==> config.mk <==
export PLATFORM = sky130hd
export DESIGN_NAME = par_source_synth
export DESIGN_NICKNAME = d
export VERILOG_FILES = /design/src/rtl/par_source_synth_pkg.sv /design/src/rtl/par_source_synth_lfsr.sv /design/src/rtl/par_source_synth.sv
export SDC_FILE = /design/constraint.sdc
export NUM_CORES = 1
export LEC_CHECK = 0
export BUFFER_PORTS_ARGS = -buffer_cell sky130_fd_sc_hd__clkbuf_2
export CAP_MARGIN = 20
export CORE_MARGIN = 1.5
export CORE_UTILIZATION = 52
export CTS_BUF_LIST = sky130_fd_sc_hd__clkbuf_4
export CTS_CLUSTER_DIAMETER = 50
export DETAILED_ROUTE_END_ITERATION = 6
export PLACE_DENSITY = 0.78
export SYNTH_ARGS = -nofsm -noshare
export SYNTH_HDL_FRONTEND = slang
export SYNTH_SLANG_ARGS = --single-unit
==> constraint.sdc <==
create_clock -name clk -period 1.5 [get_ports clk]
set_input_delay 0.3 -clock clk [delete_from_list [all_inputs] [get_ports clk]]
set_output_delay 0.3 -clock clk [all_outputs]
set_load 0.1 [all_outputs]
==> src/rtl/par_source_synth_pkg.sv <==
// Shared constants, mode encodings and FSM state type for the synthetic packet source.
package par_source_synth_pkg;

   localparam int NUM_NODES_DEFAULT = 9;
   localparam int ADDR_BITS         = 4;
   localparam int PAYLOAD_SIZE      = 8;

   localparam int MODE_UNIFORM = 0;
   localparam int MODE_FIXED   = 1;
   localparam int MODE_BITCOMP = 2;

   localparam logic [15:0] LFSR_SEED_DEFAULT = 16'hACE1;

   typedef enum logic [1:0] {
      ST_IDLE = 2'd0,
      ST_HOLD = 2'd1,
      ST_DONE = 2'd2
   } state_e;

endpackage

==> src/rtl/par_source_synth_lfsr.sv <==
// Free-running Fibonacci LFSR, x^16+x^14+x^13+x^11+1 when WIDTH=16; an all-zero seed is replaced.
module par_lfsr
   import par_source_synth_pkg::*;
#(
   parameter int               WIDTH = 16,
   parameter logic [WIDTH-1:0] SEED  = WIDTH'(LFSR_SEED_DEFAULT)
) (
   input  logic             clk,
   input  logic             reset,
   output logic [WIDTH-1:0] out
);

   // A zero state would lock the register up, so fall back to the default seed.
   localparam logic [WIDTH-1:0] SEED_EFF = (SEED == '0) ? WIDTH'(LFSR_SEED_DEFAULT) : SEED;

   logic [WIDTH-1:0] lfsr_q;
   logic [WIDTH-1:0] lfsr_d;

   always_comb begin
      lfsr_d = {lfsr_q[WIDTH-2:0],
                lfsr_q[WIDTH-1] ^ lfsr_q[WIDTH-3] ^ lfsr_q[WIDTH-4] ^ lfsr_q[WIDTH-6]};
   end

   always_ff @(posedge clk or negedge reset) begin
      if (!reset) begin
         lfsr_q <= SEED_EFF;
      end else begin
         lfsr_q <= lfsr_d;
      end
   end

   assign out = lfsr_q;

endmodule

==> src/rtl/par_source_synth.sv <==
// Synthetic traffic source: injects {dest, seq} flits into a router local port with valid/busy handshake.
module par_source_synth
   import par_source_synth_pkg::*;
#(
   parameter int          ID          = 0,
   parameter int          NUM_NODES   = NUM_NODES_DEFAULT,
   parameter int          PIR         = 255,
   parameter int          MODE        = 0,
   parameter int          FIXED_DEST  = 0,
   parameter logic [15:0] SEED        = 16'hACE1,
   parameter int          MAX_PACKETS = 0
) (
   input  logic                              clk,
   input  logic                              reset,
   input  logic                              send,
   input  logic                              busy,
   output logic [PAYLOAD_SIZE+ADDR_BITS-1:0] data,
   output logic                              valid,
   output logic [15:0]                       pkt_count,
   output logic [15:0]                       stall_cycles,
   output logic                              done
);

   localparam int DW = PAYLOAD_SIZE + ADDR_BITS;

   // Static destinations are resolved at elaboration; an illegal one disables injection entirely.
   localparam int                   BC_DEST  = (~ID) & ((1 << ADDR_BITS) - 1);
   localparam logic [ADDR_BITS-1:0] FIXED_A  = ADDR_BITS'(FIXED_DEST);
   localparam logic [ADDR_BITS-1:0] BC_A     = ADDR_BITS'(BC_DEST);
   localparam logic                 FIXED_OK = (FIXED_DEST >= 0) && (FIXED_DEST < NUM_NODES) &&
                                               (FIXED_DEST != ID);
   localparam logic                 BC_OK    = (BC_DEST < NUM_NODES) && (BC_DEST != ID);

   logic [15:0]             lfsr;
   logic                    lfsr_unused;
   logic [ADDR_BITS-1:0]    dest;
   logic                    dest_ok;
   logic                    rate_hit;

   state_e                  state_q, state_d;
   logic                    valid_q, valid_d;
   logic [DW-1:0]           data_q, data_d;
   logic [PAYLOAD_SIZE-1:0] seq_q, seq_d;
   logic [15:0]             pkt_count_q, pkt_count_d;
   logic [15:0]             stall_q, stall_d;
   logic [31:0]             accepted_q, accepted_d;

   par_lfsr #(
      .WIDTH (16),
      .SEED  (SEED)
   ) u_lfsr (
      .clk   (clk),
      .reset (reset),
      .out   (lfsr)
   );

   assign lfsr_unused = ^lfsr[15:8+ADDR_BITS];

   always_comb begin
      dest    = lfsr[8 +: ADDR_BITS];
      dest_ok = (32'(dest) < 32'(NUM_NODES)) && (32'(dest) != 32'(ID));
      case (MODE)
         MODE_FIXED: begin
            dest    = FIXED_A;
            dest_ok = FIXED_OK;
         end
         MODE_BITCOMP: begin
            dest    = BC_A;
            dest_ok = BC_OK;
         end
         default: ;
      endcase
      // PIR=0 must never fire, even when the low LFSR byte happens to be zero.
      rate_hit = (PIR != 0) && (32'(lfsr[7:0]) <= 32'(PIR));
   end

   always_comb begin
      state_d     = state_q;
      valid_d     = valid_q;
      data_d      = data_q;
      seq_d       = seq_q;
      pkt_count_d = pkt_count_q;
      stall_d     = stall_q;
      accepted_d  = accepted_q;
      case (state_q)
         ST_IDLE: begin
            valid_d = 1'b0;
            if (send && rate_hit && dest_ok) begin
               state_d = ST_HOLD;
               valid_d = 1'b1;
               data_d  = {dest, seq_q};
            end
         end
         ST_HOLD: begin
            if (busy) begin
               stall_d = (stall_q == 16'hFFFF) ? stall_q : stall_q + 16'd1;
            end else begin
               seq_d       = seq_q + 1'b1;
               pkt_count_d = pkt_count_q + 16'd1;
               accepted_d  = accepted_q + 32'd1;
               valid_d     = 1'b0;
               if ((MAX_PACKETS != 0) && (accepted_d == 32'(MAX_PACKETS))) begin
                  state_d = ST_DONE;
               end else begin
                  state_d = ST_IDLE;
               end
            end
         end
         ST_DONE: begin
            valid_d = 1'b0;
         end
         default: begin
            state_d = ST_IDLE;
            valid_d = 1'b0;
         end
      endcase
   end

   always_ff @(posedge clk or negedge reset) begin
      if (!reset) begin
         state_q     <= ST_IDLE;
         valid_q     <= 1'b0;
         data_q      <= '0;
         seq_q       <= '0;
         pkt_count_q <= '0;
         stall_q     <= '0;
         accepted_q  <= '0;
      end else begin
         state_q     <= state_d;
         valid_q     <= valid_d;
         data_q      <= data_d;
         seq_q       <= seq_d;
         pkt_count_q <= pkt_count_d;
         stall_q     <= stall_d;
         accepted_q  <= accepted_d;
      end
   end

   assign data         = data_q;
   assign valid        = valid_q;
   assign pkt_count    = pkt_count_q;
   assign stall_cycles = stall_q;
   assign done         = (state_q == ST_DONE);

endmodule

==> impl_metrics.toml, run 1 <==
[yosys]
synth_cells = 209
syn_avg_cell_area_um2 = 13.4
ys_ff_latch = 70
ys_warn_count = 0
netlist_top_cells_area = "dfrtp_1 55%, dfstp_2 7.5%, xnor2_1 7.2%"
seq_area_frac_synth_pct = 62.8
synthesis.area_um2 = 2800
synth-edff-count = 0
synth_ff_type = "dfrtp_1"
synth_top_area_cell = "dfrtp_1"
synth.distinct_cells = 28
synth_top_cell_area_share_pct = 55.3
synth.most_common_cell = "dfrtp_1"
yosys-top-cells-count = "62 x dfrtp_1, 23 x xnor2_1, 18 x xor2_1"
synth_async_sr_flop_share_pct = 100
synth_nets = 216

[finish]
area_growth_pct = 55.9
num_antenna_cells = 0
drive_above_1_share_pct = 61.1
final_nets = 326
final_util_pct = 85.0
instances_no_fill = 394

[floorplanning]
coreArea_um2 = 5140
boundaryPins = 50
die_area_um2 = 5840
start_util_pct = 54.6
die_h_um = 76.4
die-width_um = 76.4
rows = 26

[hold_path]
worstHoldStart = "busy"
hp-class = "in -> reg"

[global_route]
grt_max_degree = 29
antenna_found_initial = 0
grt_pass1_vias = 2063
grt_pass1_wl_um = 10000
gr-usage-all-layers_pct = 22.6
overflow = 0

[worst_setup_path]
cp_top_family = "simple AND/OR/NAND/NOR gates"
worstSetupEndpointType = "flop"
slowest_stage = "or4_4"
cp_max_fo = 4
r2r_start = "stall_cycles[1]"
critical_path_class = "reg -> reg"
crit_chain = "ha_4 -> nand3_4 -> or4_4 -> nand4_1 -> xnor2_1"
critPathBufInv = 0
critPathMaxStageDelay_ns = 0.59
startpoint_type = "flop"
arrival_ns = 1.96
critPathLaunch = "stall_cycles[1]"
cp_data_required_time_ns = 1.83

[sta]
fmax_mhz = 611
setup_viol = 29
rsz0062_at_grt = "yes"
worst_slack_ns = -0.136
hold_viol_final = 0
slew_violations = 0
finalHoldWorstSlack_ns = 0.289
fin_worst_skew_ns = 0.0121
min_period_ns = 1.64
post-route-period-util_pct = 109

[run]
max-cap-violations = 0

[placement]
gp_congestion = 0.752
dp_cells = 357
dpl.hpwl_um = 4200
place_ws_ns = -0.0720
numPortBuffers = 48

[detailed_routing]
firstDrtPassIters = 6
ant_nets = 0
drt_iter0_drc = 101
post-route-drc-count = 0
vias = 2071
drt-total-wl_um = 6850
via_per_inst = 5.26
post_drt_wl_per_cell_um = 17.4

[clock_tree]
cts_tree = "yes"
root_buffer = "clkbuf_4"
numCtsBuffers = 9
htreeDepth = 3
clockBufferDepth = 2
clk_latency_ns = 0.41
cts.reportedPaths.clkPinSlew_ns = 0.11
clock-sinks = 70

[pwr]
p_leak_uw = 0.00207
p_total_uw = 2930
ir_drop_uv = 717
power_density_nw_per_um2 = 670

[status]
violations = "negative setup slack"
outcome = "finished, violations left"
[kinds of logic after synthesis]
group           count (synthesis)  share of synthesized area [%]
simple gates                   71                           14.6
flops                          70                           62.8
xor+xnor                       41                           12.8
mux                            15                           6.16
buf+inv                         7                           1.16
fa+ha+maj                       3                           1.34
other cells                     1                          0.134
compound gates                  1                          0.982
[through the flow]
step                setup TNS [ns]  cell area, um^2
floorplan                    -3.51             2980
global route                 -3.01             4370
detailed placement          -0.203             3910
finish                       -1.34             4370
global placement           -0.0386             3910
CTS                         -0.919             4200
[per-layer routing]
layer	share of wire, %	track usage [%]	wire length, um
met2	53	37.9	3650
met5	0	0	0
met1	41	27.4	2820
met3	3.4	5.15	234
met4	2.0	11.7	138
[cells in the final DEF (no fill, tap or decap), drive strengths merged, types with 5 or more instances in the layout]
cell type	synthesis	routed
buf	3	93
dfrtp	62	62
xnor2	23	23
xor2	18	18
clkbuf	0	18
nand2	16	16
mux2	15	15
nand3	12	12
nor2	9	9
nand4	9	9
dfstp	8	8
nor3	7	7
clkinv	0	5
[worst min-delay path: cells and delay by family]
family / cells / cell delay, ns
buffers and inverters: 1 / 0.11
and+or+nand+nor: 2 / 0.27
[flip-flops by register name, indices dropped and copies added (netlist names)]
signal and flops:
state_q 1, stall_cycles 16, seq_q 8, valid 1
pkt_count 16, data 12, u_lfsr.out 16
[final cells by class]
cell class | count | area, um^2
clock buffer | 10 | 75.1
sequential | 70 | 1860
multi-input combinational | 132 | 1190
fill | 261 | 769
inverter | 4 | 15.0
tap | 70 | 87.6
clock inverter | 6 | 30.0
timing repair buffer | 102 | 1110
[final timing paths]
check,end,slack [ns],cells after the start
min,state_q[0],0.29,3
max,stall_cycles[13],-0.14,5
max reg2reg,stall_cycles[13],-0.14,5
min reg2reg,u_lfsr.out[7],0.35,0
max in group asynchronous,u_lfsr.out[6],0.53,3
min in group asynchronous,seq_q[0],0.39,2
[what timing repair did]
item / in CTS / in global routing
setup buffers: 14 / 6
pin swaps: 9 / 7
hold endpoints to repair: 16 / 0
endpoints found under the setup margin: 31 / 44
resized for setup: 21 / 23
hold buffers: 1 / 0
[where the power goes]
part,internal [uW],switching (uW)
clock network,340,636
registers,1890,0
logic,14.9,50.6
total,2240,686
(Power assumes the default switching activity.)
==> inputs of run 2 (changes only) <==
Settings changed: PLACE_DENSITY 0.78 to 0.81.
==> run 2 against run 1 <==
Compared with the run above:
- the flow still finishes with violations (negative setup slack)
- sequential power about the same
- critical endpoint is now stall_cycles[9]
- core utilization is 0.75 points higher
- routed wire length increased by 9.7%
- first-iteration DRC count increased by 18%
- power up 2.2%
- die area unchanged
==> impl_metrics.toml, run 2 (synthesized netlist as in run 1, its figures left out) <==
[sta]
fin_worst_skew_ns = 0.0238
worst_slack_ns = -0.241
slew_violations = 0
setup-tns-final_ns = -2.24
hold_viol_final = 0
fmax_mhz = 574
setup_viol = 31
post-route-period-util_pct = 116
min_period_ns = 1.74
rsz0062_at_grt = "yes"

[detailed_routing]
firstDrtPassIters = 4
vias = 2112
drt_iter0_drc = 119
ant_nets = 0
post-route-drc-count = 0
post_drt_wl_per_cell_um = 18.8
via_per_inst = 5.29
drt-total-wl_um = 7510

[clock_tree]
root_buffer = "clkbuf_4"
clk_latency_ns = 0.41
cts.reportedPaths.clkPinSlew_ns = 0.12
cts_tree = "yes"
clock-sinks = 70
clockBufferDepth = 2
numCtsBuffers = 9
htreeDepth = 3

[floorplanning]
die_h_um = 76.4
die-width_um = 76.4
coreArea_um2 = 5140
boundaryPins = 50
die_area_um2 = 5840
start_util_pct = 54.6
rows = 26

[global_route]
grt_pass1_wl_um = 10800
overflow = 0
antenna_found_initial = 0
grt_pass1_vias = 2188
grt_max_degree = 71
gr-usage-all-layers_pct = 24.8

[finish]
num_antenna_cells = 0
final_common_cell = "buf_4"
filler_cell_count = 232
layout_common_cells = "58 x buf_4, 31 x dfrtp_1, 23 x dfrtp_4"
drive_above_1_share_pct = 62.3
finish.instance_area_um2 = 4410
seq_area_um2 = 1860
area_growth_pct = 57.3
multi_input_area_um2 = 1210
final_nets = 331

[pwr]
ir_drop_uv = 699
power_density_nw_per_um2 = 678
p_total_uw = 2990
p_leak_uw = 0.00216

[status]
violations = "negative setup slack"
outcome = "finished, violations left"

[worst_setup_path]
critical_path_depth = 5
slowest_stage = "o41ai_4"
critPathBufInv = 1
r2r_cells = 5
critical_path_class = "reg -> reg"
cp_data_required_time_ns = 1.81
crit_chain = "nand4_4 -> o41ai_4 -> buf_4 -> nor4_2 -> xor2_1"
worstSetupEndpointType = "flop"
cp_top_family = "compound AO/OA/AOI/OAI gates"
startpoint_type = "flop"
cp_max_fo = 6
arrival_ns = 2.05
critPathMaxStageDelay_ns = 0.47

[hold_path]
hold_path_depth = 4
hp-class = "in -> reg"

[placement]
numPortBuffers = 48
dpl.hpwl_um = 4060
gp_congestion = 0.750
placed_area_um2 = 3860

[run]
max-cap-violations = 0
-- run 2: cell count changes in the layout (fill, tap and decap cells not counted), sizes merged --
cell      delta
clkbuf       +3
clkinv       -2
clkinvlp     -1
buf          +5
-- run 2: metrics by stage --
stage	hold slack, ns	setup slack [ns]	std cells	utilization, %
final	0.320	-0.241	399	85.8
after global routing	0.320	-0.290	399	85.8
after CTS	0.284	-0.0676	387	82.6
after detailed placement	0.339	-0.213	353	75.2
after global placement	0.336	-0.0290	353	75.2
after floorplan	0.00441	-0.370	209	-
-- run 2: cell type report --
cell class / count / share of cell area, %
clock buffer: 13 / 2.21
clock inverter: 3 / 0.341
inverter: 4 / 0.341
multi-input combinational: 132 / 27.4
sequential: 70 / 42.1
tap: 70 / 1.99
timing repair buffer: 107 / 25.6
-- run 2: timing repair --
item / CTS / global route
resized for setup: 32 / 19
hold endpoints to repair: 62 / 0
setup buffers: 18 / 15
pin swaps: 8 / 7
setup endpoints to repair: 45 / 39
hold buffers: 1 / 0
-- run 2: worst paths after layout --
kind,to,startpoint,slack (ns)
max in group asynchronous,u_lfsr.out[7],reset,0.73
worst min-delay path,valid,send,0.32
worst max register to register,stall_cycles[9],stall_cycles[15],-0.24
min in group asynchronous,stall_cycles[11],reset,0.42
worst max-delay path,stall_cycles[9],stall_cycles[15],-0.24
worst min register to register,u_lfsr.out[5],u_lfsr.out[4],0.34
-- run 2: worst min-delay path, stage by stage --
cell      delay, ns
clkbuf_2       0.08
nand3b_1       0.13
buf_4          0.15
nand2_1        0.05
-- run 2: power by group --
| part | switching (uW) | internal (uW) |
|---|---|---|
| sequential | 0 | 1890 |
| combinational | 47.2 | 9.98 |
| clock | 637 | 410 |
| total | 685 | 2310 |
-- run 2: per-layer routing --
metal | track usage [%] | vias to the layer above | part of all wire, % | wire length [um]
met2 | 42.8 | 80 | 52 | 3900
met5 | 0 | - | 0 | 0
met3 | 4.91 | 23 | 4.0 | 298
met4 | 13.7 | 0 | 3.4 | 257
li1 | - | 951 | - | -
met1 | 29.1 | 1058 | 41 | 3050
==> inputs of run 3 (changes only) <==
Settings changed: CORE_UTILIZATION 52 to 49, CTS_BUF_LIST sky130_fd_sc_hd__clkbuf_4 to unset, PLACE_DENSITY 0.81 to 0.77.
==> run 3 against run 2 <==
Compared with the run above:
- the flow still finishes with violations (negative setup slack)
- sequential power about the same
- non-clock buffer count decreased by 21
- routed wire length decreased by 20%
- register-to-register slack improved by 0.13 ns
- final cell count decreased by 4.8%
- combinational power increased by 3%
- critical endpoint is now stall_cycles[1]
- hold slack improved by 0.035 ns
- first-iteration DRC count decreased by 18%
- clock power increased by 24%
- clock skew decreased by 0.011 ns
- fmax increased by 7.9%
- sequential cell count unchanged
==> impl_metrics.toml, run 3 (synthesized netlist as in run 1, its figures left out) <==
[pwr]
ir_drop_uv = 565
p_leak_uw = 0.00199
power_density_nw_per_um2 = 771

[worst_setup_path]
ff2ff_setup_slack_ns = -0.11
critical_path_class = "reg -> reg"
cp_max_fo = 8
r2r_cells = 4
cp_data_required_time_ns = 1.73
worstSetupEndpointType = "flop"
arrival_ns = 1.84
startpoint_type = "flop"

[floorplanning]
boundaryPins = 50
rows = 27
start_util_pct = 50.9
die_area_um2 = 6190
die-width_um = 78.6
die_h_um = 78.6
coreArea_um2 = 5510

[global_route]
grt_max_degree = 71
grt_pass1_wl_um = 9670
overflow = 0
gr-usage-all-layers_pct = 20.7
antenna_found_initial = 0
grt_pass1_vias = 2013

[placement]
placed_area_um2 = 3870
dpl.hpwl_um = 3980
place_ws_ns = -0.129
gp_congestion = 0.823
numPortBuffers = 48

[detailed_routing]
firstDrtPassIters = 5
drt_iter0_drc = 98
ant_nets = 0
drt-total-wl_um = 5970
via_per_inst = 5.12
post-route-drc-count = 0
vias = 1945
post_drt_wl_per_cell_um = 15.7

[hold_path]
hold_path_depth = 0
hp-class = "reg -> reg"

[sta]
setup-tns-final_ns = -0.625
fmax_mhz = 620
slew_violations = 0
min_period_ns = 1.61
fin_worst_skew_ns = 0.0125
rsz0062_at_grt = "yes"
finalHoldWorstSlack_ns = 0.355
worst_slack_ns = -0.113
setup_viol = 13
hold_viol_final = 0
post-route-period-util_pct = 108

[status]
violations = "negative setup slack"
outcome = "finished, violations left"

[finish]
final_util_pct = 76.4
final_common_cell = "buf_4"
finish.instance_area_um2 = 4210
num_antenna_cells = 0
area_growth_pct = 50.0
final_nets = 310
layout_common_cells = "56 x buf_4, 31 x dfrtp_1, 23 x dfrtp_4"
drive_above_1_share_pct = 58.4

[clock_tree]
numCtsBuffers = 9
root_buffer = "clkbuf_8"
cts_tree = "yes"
htreeDepth = 3
clk_latency_ns = 0.34
clock-sinks = 70
clockBufferDepth = 2
cts.reportedPaths.clkPinSlew_ns = 0.07

[run]
max-cap-violations = 0
[run 3: cell count changes in the layout (fill, tap and decap cells not counted), sizes merged]
cell,before,now
buf,98,83
clkinvlp,0,2
clkinv,3,4
clkbuf,21,12
[run 3: final timing paths]
path,startpoint,end
min reg2reg,u_lfsr.out[14],u_lfsr.out[15]
max in group asynchronous,reset,u_lfsr.out[15]
min,u_lfsr.out[14],u_lfsr.out[15]
min in group asynchronous,reset,pkt_count[14]
max reg2reg,stall_cycles[7],stall_cycles[1]
max,stall_cycles[7],stall_cycles[1]
[run 3: layer usage]
layer	vias to the layer above	global-route usage [%]	wire (um)
met3	11	3.60	191
met2	42	34.7	3150
met5	-	0	0
li1	901	-	-
met4	0	10.5	120
met1	991	25.7	2510
[run 3: power by group]
group | leakage, uW | internal (uW) | switching [uW]
clock network | 0.0000820 | 593 | 704
registers | 0.000877 | 1890 | 0
logic | 0.00103 | 10.0 | 49.1
[run 3: through the flow]
stage,total power (uW),std cells
2_1_floorplan,1940,209
3_3_place_gp,1980,354
3_5_place_dp,1980,354
4_1_cts,3270,373
5_1_grt,3360,380
6_report,3240,380
[run 3: layout make-up]
cell class | count | area [um^2]
Clock inverter | 6 | 38.8
Timing Repair Buffer | 86 | 922
Inverter | 4 | 15.0
Sequential cell | 70 | 1860
Tap cell | 72 | 90.1
Clock buffer | 10 | 128
Multi-Input combinational cell | 132 | 1150
Fill cell | 335 | 1300
[run 3: worst max-delay path, cell delays in order, from the launching register on]
cell     delay [ns]
dfrtp_4        0.44
nand4_4        0.18
o41ai_4        0.39
buf_6          0.19
mux2_4         0.30
[run 3: what timing repair did]
item / CTS / global route
resized for setup: 7 / 10
pin swaps: 6 / 6
hold buffers: 1 / 0
hold endpoints to repair: 57 / 0
endpoints found under the setup margin: 23 / 29
setup buffers: 2 / 7
